<file path="config.mk">
export PLATFORM = sky130hd
export DESIGN_NAME = alu_seq_ctrl
export DESIGN_NICKNAME = d
export VERILOG_FILES = /design/src/rtl/alu_seq_pkg.sv /design/src/rtl/alu_op_decode.sv /design/src/rtl/alu_seq_ctrl.sv
export SDC_FILE = /design/constraint.sdc
export NUM_CORES = 1
export LEC_CHECK = 0
export ABC_AREA = 1
export CORE_MARGIN = 2
export CORE_UTILIZATION = 50
export CTS_CLUSTER_DIAMETER = 150
export DETAILED_ROUTE_END_ITERATION = 8
export PLACE_DENSITY = 0.79
export SLEW_MARGIN = 15
export SYNTH_ARGS = -nofsm -noshare
export SYNTH_HDL_FRONTEND = slang
export SYNTH_SLANG_ARGS = --single-unit
</file>
<file path="constraint.sdc">
create_clock -name clk -period 3.1 [get_ports clk]
set_input_delay 0.62 -clock clk [delete_from_list [all_inputs] [get_ports clk]]
set_output_delay 0.62 -clock clk [all_outputs]
set_load 0.05 [all_outputs]
</file>
<file path="src/rtl/alu_seq_pkg.sv">
// Shared types and constants for the ALU sequencer: FSM states, opcodes,
// operand-select codes and the idle/fetch select bundle.
package alu_seq_pkg;

    typedef enum logic [1:0] {
        ST_IDLE  = 2'd0,
        ST_FETCH = 2'd1,
        ST_EXEC  = 2'd2,
        ST_WB    = 2'd3
    } state_t;

    localparam logic [2:0] OP_ADD   = 3'b000;
    localparam logic [2:0] OP_SUB   = 3'b001;
    localparam logic [2:0] OP_ADDI  = 3'b010;
    localparam logic [2:0] OP_SUBI  = 3'b011;
    localparam logic [2:0] OP_AUIPC = 3'b100;
    localparam logic [2:0] OP_BRREL = 3'b101;

    localparam logic [1:0] SEL_REG0 = 2'd0;
    localparam logic [1:0] SEL_IMM  = 2'd1;
    localparam logic [1:0] SEL_PC   = 2'd2;
    localparam logic [1:0] SEL_REG1 = 2'd3;

    localparam logic MODE_ADD = 1'b1;
    localparam logic MODE_SUB = 1'b0;

    typedef struct packed {
        logic       alu_mode;
        logic [1:0] num1_cs;
        logic [1:0] num2_cs;
    } alu_sel_t;

    // Operand selects presented whenever no instruction is being executed.
    localparam alu_sel_t SEL_IDLE = '{alu_mode: MODE_ADD, num1_cs: SEL_REG0, num2_cs: SEL_REG0};

    function automatic alu_sel_t make_sel(input logic mode, input logic [1:0] n1, input logic [1:0] n2);
        alu_sel_t s;
        s.alu_mode = mode;
        s.num1_cs  = n1;
        s.num2_cs  = n2;
        return s;
    endfunction

endpackage

</file>
<file path="src/rtl/alu_op_decode.sv">
// Combinational opcode decoder: ALU mode, operand selects, writeback target
// and illegal-opcode flag.
module alu_op_decode
    import alu_seq_pkg::*;
(
    input  logic [2:0] op,
    output logic       alu_mode,
    output logic [1:0] num1_cs,
    output logic [1:0] num2_cs,
    output logic       wr_reg,
    output logic       wr_pc,
    output logic       illegal
);

    alu_sel_t sel;

    always_comb begin
        sel     = SEL_IDLE;
        wr_reg  = 1'b0;
        wr_pc   = 1'b0;
        illegal = 1'b0;
        case (op)
            OP_ADD: begin
                sel    = make_sel(MODE_ADD, SEL_REG0, SEL_REG1);
                wr_reg = 1'b1;
            end
            OP_SUB: begin
                sel    = make_sel(MODE_SUB, SEL_REG0, SEL_REG1);
                wr_reg = 1'b1;
            end
            OP_ADDI: begin
                sel    = make_sel(MODE_ADD, SEL_REG0, SEL_IMM);
                wr_reg = 1'b1;
            end
            OP_SUBI: begin
                sel    = make_sel(MODE_SUB, SEL_REG0, SEL_IMM);
                wr_reg = 1'b1;
            end
            OP_AUIPC: begin
                sel    = make_sel(MODE_ADD, SEL_PC, SEL_IMM);
                wr_reg = 1'b1;
            end
            OP_BRREL: begin
                sel   = make_sel(MODE_ADD, SEL_PC, SEL_IMM);
                wr_pc = 1'b1;
            end
            default: illegal = 1'b1;
        endcase
    end

    assign alu_mode = sel.alu_mode;
    assign num1_cs  = sel.num1_cs;
    assign num2_cs  = sel.num2_cs;

endmodule

</file>
<file path="src/rtl/alu_seq_ctrl.sv">
// Four-state instruction sequencer (IDLE/FETCH/EXEC/WB) that drives ALU
// operand selects and register/PC write strobes, with stall and abort.
module alu_seq_ctrl
    import alu_seq_pkg::*;
#(
    parameter int OP_W = 3
) (
    input  logic            clk,
    input  logic            rst,
    input  logic            start,
    input  logic [OP_W-1:0] op,
    input  logic            hold,
    output logic            ready,
    output logic            ir_we,
    output logic            alu_mode,
    output logic [1:0]      num1_cs,
    output logic [1:0]      num2_cs,
    output logic            reg_we,
    output logic            pc_we,
    output logic            done,
    output logic            err
);

    state_t          state_q, state_d;
    logic [OP_W-1:0] op_q, op_d;
    logic            ir_we_q, ir_we_d;
    logic            reg_we_q, reg_we_d;
    logic            pc_we_q, pc_we_d;
    logic            done_q, done_d;
    logic            err_q, err_d;
    logic            mode_q, mode_d;
    logic [1:0]      num1_q, num1_d;
    logic [1:0]      num2_q, num2_d;

    logic            dec_mode;
    logic [1:0]      dec_num1;
    logic [1:0]      dec_num2;
    logic            dec_wr_reg;
    logic            dec_wr_pc;
    logic            dec_illegal;

    alu_op_decode u_decode (
        .op       (op_q),
        .alu_mode (dec_mode),
        .num1_cs  (dec_num1),
        .num2_cs  (dec_num2),
        .wr_reg   (dec_wr_reg),
        .wr_pc    (dec_wr_pc),
        .illegal  (dec_illegal)
    );

    // Next-state and next-output logic; a stall freezes every register so the
    // pending strobe reappears exactly once when hold drops.
    always_comb begin
        state_d  = state_q;
        op_d     = op_q;
        ir_we_d  = 1'b0;
        reg_we_d = 1'b0;
        pc_we_d  = 1'b0;
        done_d   = 1'b0;
        err_d    = 1'b0;
        mode_d   = SEL_IDLE.alu_mode;
        num1_d   = SEL_IDLE.num1_cs;
        num2_d   = SEL_IDLE.num2_cs;
        if (hold) begin
            ir_we_d  = ir_we_q;
            reg_we_d = reg_we_q;
            pc_we_d  = pc_we_q;
            done_d   = done_q;
            err_d    = err_q;
            mode_d   = mode_q;
            num1_d   = num1_q;
            num2_d   = num2_q;
        end else begin
            case (state_q)
                ST_IDLE: begin
                    if (start) begin
                        state_d = ST_FETCH;
                        op_d    = op;
                        ir_we_d = 1'b1;
                    end
                end
                ST_FETCH: begin
                    state_d = ST_EXEC;
                    mode_d  = dec_mode;
                    num1_d  = dec_num1;
                    num2_d  = dec_num2;
                end
                ST_EXEC: begin
                    if (dec_illegal) begin
                        state_d = ST_IDLE;
                        err_d   = 1'b1;
                    end else begin
                        state_d  = ST_WB;
                        mode_d   = dec_mode;
                        num1_d   = dec_num1;
                        num2_d   = dec_num2;
                        reg_we_d = dec_wr_reg;
                        pc_we_d  = dec_wr_pc;
                        done_d   = 1'b1;
                    end
                end
                ST_WB: begin
                    state_d = ST_IDLE;
                end
                default: begin
                    state_d = ST_IDLE;
                end
            endcase
        end
    end

    always_ff @(posedge clk or posedge rst) begin
        if (rst) begin
            state_q  <= ST_IDLE;
            op_q     <= '0;
            ir_we_q  <= 1'b0;
            reg_we_q <= 1'b0;
            pc_we_q  <= 1'b0;
            done_q   <= 1'b0;
            err_q    <= 1'b0;
            mode_q   <= SEL_IDLE.alu_mode;
            num1_q   <= SEL_IDLE.num1_cs;
            num2_q   <= SEL_IDLE.num2_cs;
        end else begin
            state_q  <= state_d;
            op_q     <= op_d;
            ir_we_q  <= ir_we_d;
            reg_we_q <= reg_we_d;
            pc_we_q  <= pc_we_d;
            done_q   <= done_d;
            err_q    <= err_d;
            mode_q   <= mode_d;
            num1_q   <= num1_d;
            num2_q   <= num2_d;
        end
    end

    // Strobes are gated by hold so a stalled cycle never performs a write.
    assign ready    = (state_q == ST_IDLE) && !hold;
    assign ir_we    = ir_we_q  && !hold;
    assign reg_we   = reg_we_q && !hold;
    assign pc_we    = pc_we_q  && !hold;
    assign done     = done_q   && !hold;
    assign err      = err_q    && !hold;
    assign alu_mode = mode_q;
    assign num1_cs  = num1_q;
    assign num2_cs  = num2_q;

endmodule

</file>
==> summary.md, run 1 <==
| Metric | Value |
|---|---|
| Sink Count | `14` |
| GR Util All Layers | `0.1808` |
| DIE AREA | `0.001744 mm^2` |
| Worst Hold End | `num2_cs[0]` |
| Fmax | `431.6 MHz` |
| Core Footprint | `0.001318 mm^2` |
| Cts hold-fix bufs | `0` |
| Tmin final | `2317 ps` |
| Worst hold stages | `2` |
| GP Congestion | `0.8054` |
| Status | `finished clean` |
| PD cells | `928.7 mW/mm^2` |
| Antenna-violating nets left | `0` |
| Initial DRC count | `10` |
| Setup Crit Path Kind | `input port to output pin` |
| Post-synth EDFFs | `0` |
| Most frequent cells after synthesis | `nand2_1, inv_1, dfrtp_1, nor2_1` |
| Total routed wirelength | `1384 um` |
| Drt wl/cell | `11.16 um` |
| Startpoint Class | `input port` |
| Sequential fraction of the synthesis area | `0.4930` |
| Max FO, Critical Path | `9` |
| Period utilisation layout | `0.7475` |
| Final net count | `121` |
| TNS Setup | `0 ps` |
| Reg-to-reg setup timing slack | `1680 ps` |
| Max-cap viol count | `0` |
| Post-Syn Area | `713.2 um^2` |
| DP Cell Count | `120` |
| WP data required | `2480 ps` |
| Vias in the first global route | `586` |
| CP Capture Type | `output pin` |
| Syn_nets | `101` |
| TritonCTS buffer count | `3` |
| Drt first pass iters | `4` |
| R2r endpoint | `op_q[2]` |
| Largest cells by area after synthesis | `dfrtp_1, nand2_1, inv_1` |
| Most common cell in the synthesized netlist | `nand2_1` |
| Worst reg2reg startpoint | `state_q[0]` |
| Number of port buffers | `16` |
| HP Class | `flop to flop` |
| Worst-path clk slew | `80 ps` |
| Vias per cell | `4.847` |
| Fraction of layout cells with a size suffix above 1 | `0.1376` |
| Yosys top cell area share | `0.4561` |
| I/O Pins | `18` |
| Ys Warns | `0` |
| Final Hold Viols | `0` |
| Leak pwr | `0.4688 nW` |
| Post-Syn Instances | `90` |
| Root buf cell | `clkbuf_4` |
| Commonest register cell after synthesis | `dfrtp_1` |
| Worst r2r path cells | `7` |
| Post-CTS Setup Bufs | `0` |
| H-tree Lvls | `1` |
| Worst Path Arrival | `1700 ps` |
| DR vias | `601` |
| Clock Path Buffers | `2` |
| Global-route wire length before repair | `2428 um` |
| Die width | `41.77 um` |
| Hpwl dp | `1080 um` |
| Initial antenna violation count | `0` |
| RSZ-0062 raised after global routing | `no` |
| Largest net degree at the start of global routing | `15` |
| Distinct cells, synth | `17` |
| Layout area overhead | `28.77%` |
| Skew final | `9.684 ps` |
| Die Y | `41.77 um` |
| Slew Viols, Final | `0` |
| # DRC | `0` |
| Finished Layout Cells | `124` |
| Slew headroom | `0.6449` |
| Clock Latency Late Sink | `280 ps` |
| Row count | `13` |
| Synthesized area per cell | `7.924 um^2` |
| Slew @ Worst Pin | `532.1 ps` |
| CTS tree | `yes` |
| Final Setup Violations | `0` |
| N_diodes | `0` |
| Maximum VDD drop | `557.6 uV` |
| Post-synth ARST share | `1.000` |
| Post-CTS Resized | `0` |
| Min-delay src | `num2_cs[0]` |
| Gr ovfl total | `0` |
| Area leader, netlist | `dfrtp_1` |
| Initial Util | `0.5413` |
| Synth Register Bits | `14` |
cell families after synthesis:
group,Yosys count,share of synthesized area
flip-flops,14,0.4930
adder cells (fa/ha/maj),4,0.07018
buffers and inverters,18,0.1052
other,1,0.005258
AO/OA/AOI/OAI,11,0.08069
AND/OR/NAND/NOR,42,0.2456
cells in the final DEF (no fill, tap or decap):
cell type        count
o22ai_1              2
dfrtp_1             13
nand4_1              2
nor2_2               1
nand3_1              6
nand2_1             25
a21oi_1              2
ha_1                 4
o21ai_1              6
nand2_2              1
clkdlybuf4s50_1     10
inv_1               15
clkbuf_4             3
buf_12               1
buf_4                6
dfstp_2              1
nor2_1               7
o21ai_0              1
inv_2                1
clkbuf_8             1
conb_1               1
worst max-delay path, cell delays in order:
cell,delay (ps)
clkdlybuf4s50_1,540
buf_4,230
nor2_1,100
buf_4,200
power by group:
group | switching (mW) | total, mW | internal (mW)
Clock | 0.0600 | 0.131 | 0.0713
Sequential | 0.0466 | 0.299 | 0.252
Combinational | 0.278 | 0.423 | 0.145
Total | 0.385 | 0.853 | 0.468
layout make-up:
| cell class | count | area [um^2] |
|---|---|---|
| fill | 121 | 399.1 |
| sequential | 14 | 351.6 |
| multi-input combinational | 58 | 286.5 |
| timing repair buffer | 17 | 165.2 |
| inverter | 16 | 60.06 |
| clock buffer | 4 | 36.28 |
| tap | 15 | 18.77 |
how the worst max path moves through the flow:
stage | startpoint | to | cells past startpoint
after global routing | hold | reg_we | 4
final | hold | done | 4
after floorplan | hold | done | 2
after CTS | hold | done | 4
after global placement | hold | done | 4
after detailed placement | hold | done | 4
routing by layer:
layer / track usage / vias to the layer above / part of all wire
met5: 0 / - / 0
met4: 0.08387 / 0 / 0.0079
met3: 0.03043 / 2 / 0.068
met2: 0.3125 / 21 / 0.49
met1: 0.2167 / 263 / 0.43
li1: - / 315 / -
registers in the layout (all words and copies together) (netlist names):
register,count
pc_we_q,1
alu_mode,1
num2_cs,2
op_q,3
num1_cs,1
state_q,2
err_q,1
reg_we_q,1
done_q,1
ir_we_q,1
stage by stage:
step | cell area [um^2] | util | worst slack (ps) | hold WS [ps] | power [mW]
CTS | 918.4 | 0.6971 | 778.5 | 508.2 | 0.8586
global placement | 882.1 | 0.6695 | 815.9 | 473.7 | 0.7154
detailed placement | 882.1 | 0.6695 | 780.3 | 484.2 | 0.7261
floorplan | 713.2 | - | 1051 | 458.8 | 0.5950
finish | 918.4 | 0.6971 | 782.8 | 500.8 | 0.8529
global route | 918.4 | 0.6971 | 703.8 | 537.0 | 0.9157
No activity file was read; power rests on OpenSTA's default activity.
==> inputs of run 2 (changes only) <==
--- a/config.mk
+++ b/config.mk
@@ -7,10 +7,10 @@
 export LEC_CHECK = 0
 export ABC_AREA = 1
 export CORE_MARGIN = 2
-export CORE_UTILIZATION = 50
+export CORE_UTILIZATION = 42
 export CTS_CLUSTER_DIAMETER = 150
 export DETAILED_ROUTE_END_ITERATION = 8
-export PLACE_DENSITY = 0.79
+export PLACE_DENSITY = 0.71
 export SLEW_MARGIN = 15
 export SYNTH_ARGS = -nofsm -noshare
 export SYNTH_HDL_FRONTEND = slang
==> constraint.sdc (replaced) <==
create_clock -name clk -period 2 [get_ports clk]
set_input_delay 0.4 -clock clk [delete_from_list [all_inputs] [get_ports clk]]
set_output_delay 0.4 -clock clk [all_outputs]
set_load 0.05 [all_outputs]
==> run 2 against run 1 <==
First-iteration DRC count is 30% lower. Worst setup slack worse by 610 ps. Clock skew grew 1.8 ps. Register-to-register slack worse by 1100 ps. Clock power grew 28%. Sequential share of layout area decreased by 2.4 points. Largest cell class unchanged.
==> summary.md, run 2 (synthesized netlist as in run 1, its figures left out) <==
| Metric | Value |
|---|---|
| Initial antenna violation count | `0 (unchanged)` |
| Multi-input logic area | `286.5 um^2 (unchanged)` |
| GP Congestion | `0.7766 (was 0.8054)` |
| Critical path's largest stage delay | `800 ps (was 540 ps)` |
| Final net count | `122 (was 121)` |
| CP Capture Type | `output pin (unchanged)` |
| WP data required | `1600 ps (was 2480 ps)` |
| Post-CTS Setup Bufs | `0 (unchanged)` |
| Final Hold Viols | `0 (unchanged)` |
| Global-route wire length before repair | `2449 um (was 2428 um)` |
| Layout area overhead | `37.37% (was 28.77%)` |
| HP Class | `input port to asynchronous set/reset pin (was flop to flop)` |
| Sink Count | `14 (unchanged)` |
| Status | `finished clean (unchanged)` |
| Fraction of layout cells with a size suffix above 1 | `0.1455 (was 0.1376)` |
| Hpwl dp | `1033 um (was 1080 um)` |
| Initial DRC count | `7 (was 10)` |
| Crit path max-delay family | `buffers and inverters (unchanged)` |
| Number of port buffers | `16 (unchanged)` |
| Slew headroom | `0.6465 (was 0.6449)` |
| I/O Pins | `18 (unchanged)` |
| FF+latch area | `351.6 um^2 (unchanged)` |
| Maximum VDD drop | `789.9 uV (was 557.6 uV)` |
| Vias in the first global route | `597 (was 586)` |
| Worst-path clk slew | `90 ps (was 80 ps)` |
| Gr ovfl total | `0 (unchanged)` |
| Cts hold-fix bufs | `0 (unchanged)` |
| Reg with most FFs | `op_q (unchanged)` |
| Setup Crit Path Kind | `flop to output pin (was input port to output pin)` |
| Root buf cell | `clkbuf_4 (unchanged)` |
| Clock Path Buffers | `2 (unchanged)` |
| TritonCTS buffer count | `3 (unchanged)` |
| Slew Viols, Final | `0 (unchanged)` |
| Row count | `14 (was 13)` |
| DIE AREA | `0.002043 mm^2 (was 0.001744 mm^2)` |
| Vias per cell | `4.841 (was 4.847)` |
| DR vias | `610 (was 601)` |
| Final Power | `1.327 mW (was 852.9 uW)` |
| Met2 Use GR | `0.2771 (was 0.3125)` |
| Drt first pass iters | `4 (unchanged)` |
| GR Util All Layers | `0.1681 (was 0.1808)` |
| Fmax | `546.1 MHz` |
| Initial Util | `0.4627 (was 0.5413)` |
| Worst Path Arrival | `1430 ps (was 1700 ps)` |
| TNS Setup | `0 ps (unchanged)` |
| Die width | `45.21 um (was 41.77 um)` |
| Max FO, Critical Path | `2 (was 9)` |
| Largest net degree at the start of global routing | `15 (unchanged)` |
| M1 GR Usage | `0.2040 (was 0.2167)` |
| Global route hottest layer | `met2 (unchanged)` |
| Core Footprint | `0.001541 mm^2 (was 0.001318 mm^2)` |
| Most common cell after layout, fill and taps aside | `nand2_1 (unchanged)` |
| CTS tree | `yes (unchanged)` |
| Skew final | `11.46 ps (was 9.684 ps)` |
| Slowest CP cell | `clkdlybuf4s50_1 (unchanged)` |
| Tmin final | `1831 ps` |
| Antenna-violating nets left | `0 (unchanged)` |
| Slew @ Worst Pin | `529.7 ps (was 532.1 ps)` |
| H-tree Lvls | `1 (unchanged)` |
| Setup Slack @ Placement | `53.85 ps (was 780.3 ps)` |
| Drt wl/cell | `10.68 um (was 11.16 um)` |
| Leak pwr | `0.4917 nW (was 0.4688 nW)` |
| Period utilisation layout | `0.9155` |
| Startpoint Class | `flop (was input port)` |
| N_diodes | `0 (unchanged)` |
| Max-cap viol count | `0 (unchanged)` |
| Worst-path cell chain | `clkdlybuf4s50_1 (was clkdlybuf4s50_1, buf_4, nor2_1, buf_4)` |
| # DRC | `0 (unchanged)` |
| Setup ws final | `169.0 ps (was 782.8 ps)` |
| Most frequent cells in the layout | `nand2_1, inv_1, dfrtp_1, clkdlybuf4s50_1, nor2_1 (unchanged)` |
| Clock Latency Late Sink | `280 ps (about the same)` |
| Total routed wirelength | `1346 um (was 1384 um)` |
| PD cells | `1354 mW/mm^2 (was 928.7 mW/mm^2)` |
| Largest register FFs | `3 (unchanged)` |
| Final Setup Violations | `0 (unchanged)` |
| Post-CTS Resized | `0 (unchanged)` |
| Hold Slack | `445.7 ps (was 500.8 ps)` |
| RSZ-0062 raised after global routing | `no (unchanged)` |
| Final core utilization | `0.6356 (was 0.6971)` |
| Buffers and inverters on the worst path | `1 (was 3)` |
| GRT met3 Usage | `0.03600 (was 0.03043)` |
| Die Y | `45.21 um (was 41.77 um)` |
| FILL cells | `154 (was 121)` |
## run 2: changes by cell type in the layout (fill, tap and decap cells not counted), sizes merged
cell,delta
buf,+2
clkdlybuf4s50,-2
dlymetal6s2s,+1
## run 2: power breakdown
part | switching, mW | internal, mW
registers | 0.0694 | 0.390
clock network | 0.0911 | 0.0773
logic | 0.438 | 0.261
total | 0.598 | 0.729
## run 2: per-stage QoR
stage               instance area [um^2]  cells
global route                       979.7    126
global placement                   950.9    122
finish                             979.7    126
CTS                                977.2    126
floorplan                          713.2     90
detailed placement                 950.9    122
## run 2: final timing paths
check | from | end | slack [ps] | depth (start not counted)
min in group clk | num2_cs[0] | num2_cs[0] | 480 | 2
hold reg to reg | num2_cs[0] | num2_cs[0] | 480 | 2
setup reg to reg | state_q[0] | op_q[0] | 560 | 8
hold / removal | rst | state_q[1] | 450 | 2
max in group asynchronous | rst | alu_mode | 1180 | 2
setup / recovery | num2_cs[0] | num2_cs[0] | 170 | 1
## run 2: area by class of cell
type / count / share of cell area
Clock buffer: 4 / 0.02682
Multi-Input combinational cell: 58 / 0.2925
Sequential cell: 14 / 0.3589
Tap cell: 16 / 0.02043
Timing Repair Buffer: 18 / 0.2401
Inverter: 16 / 0.06130
## run 2: routing by layer
layer	wire [um]	share of wire	up-vias
met1	602	0.45	272
met2	643	0.48	20
li1	-	-	316
met5	0	0	-
met4	14	0.010	0
met3	85	0.063	2
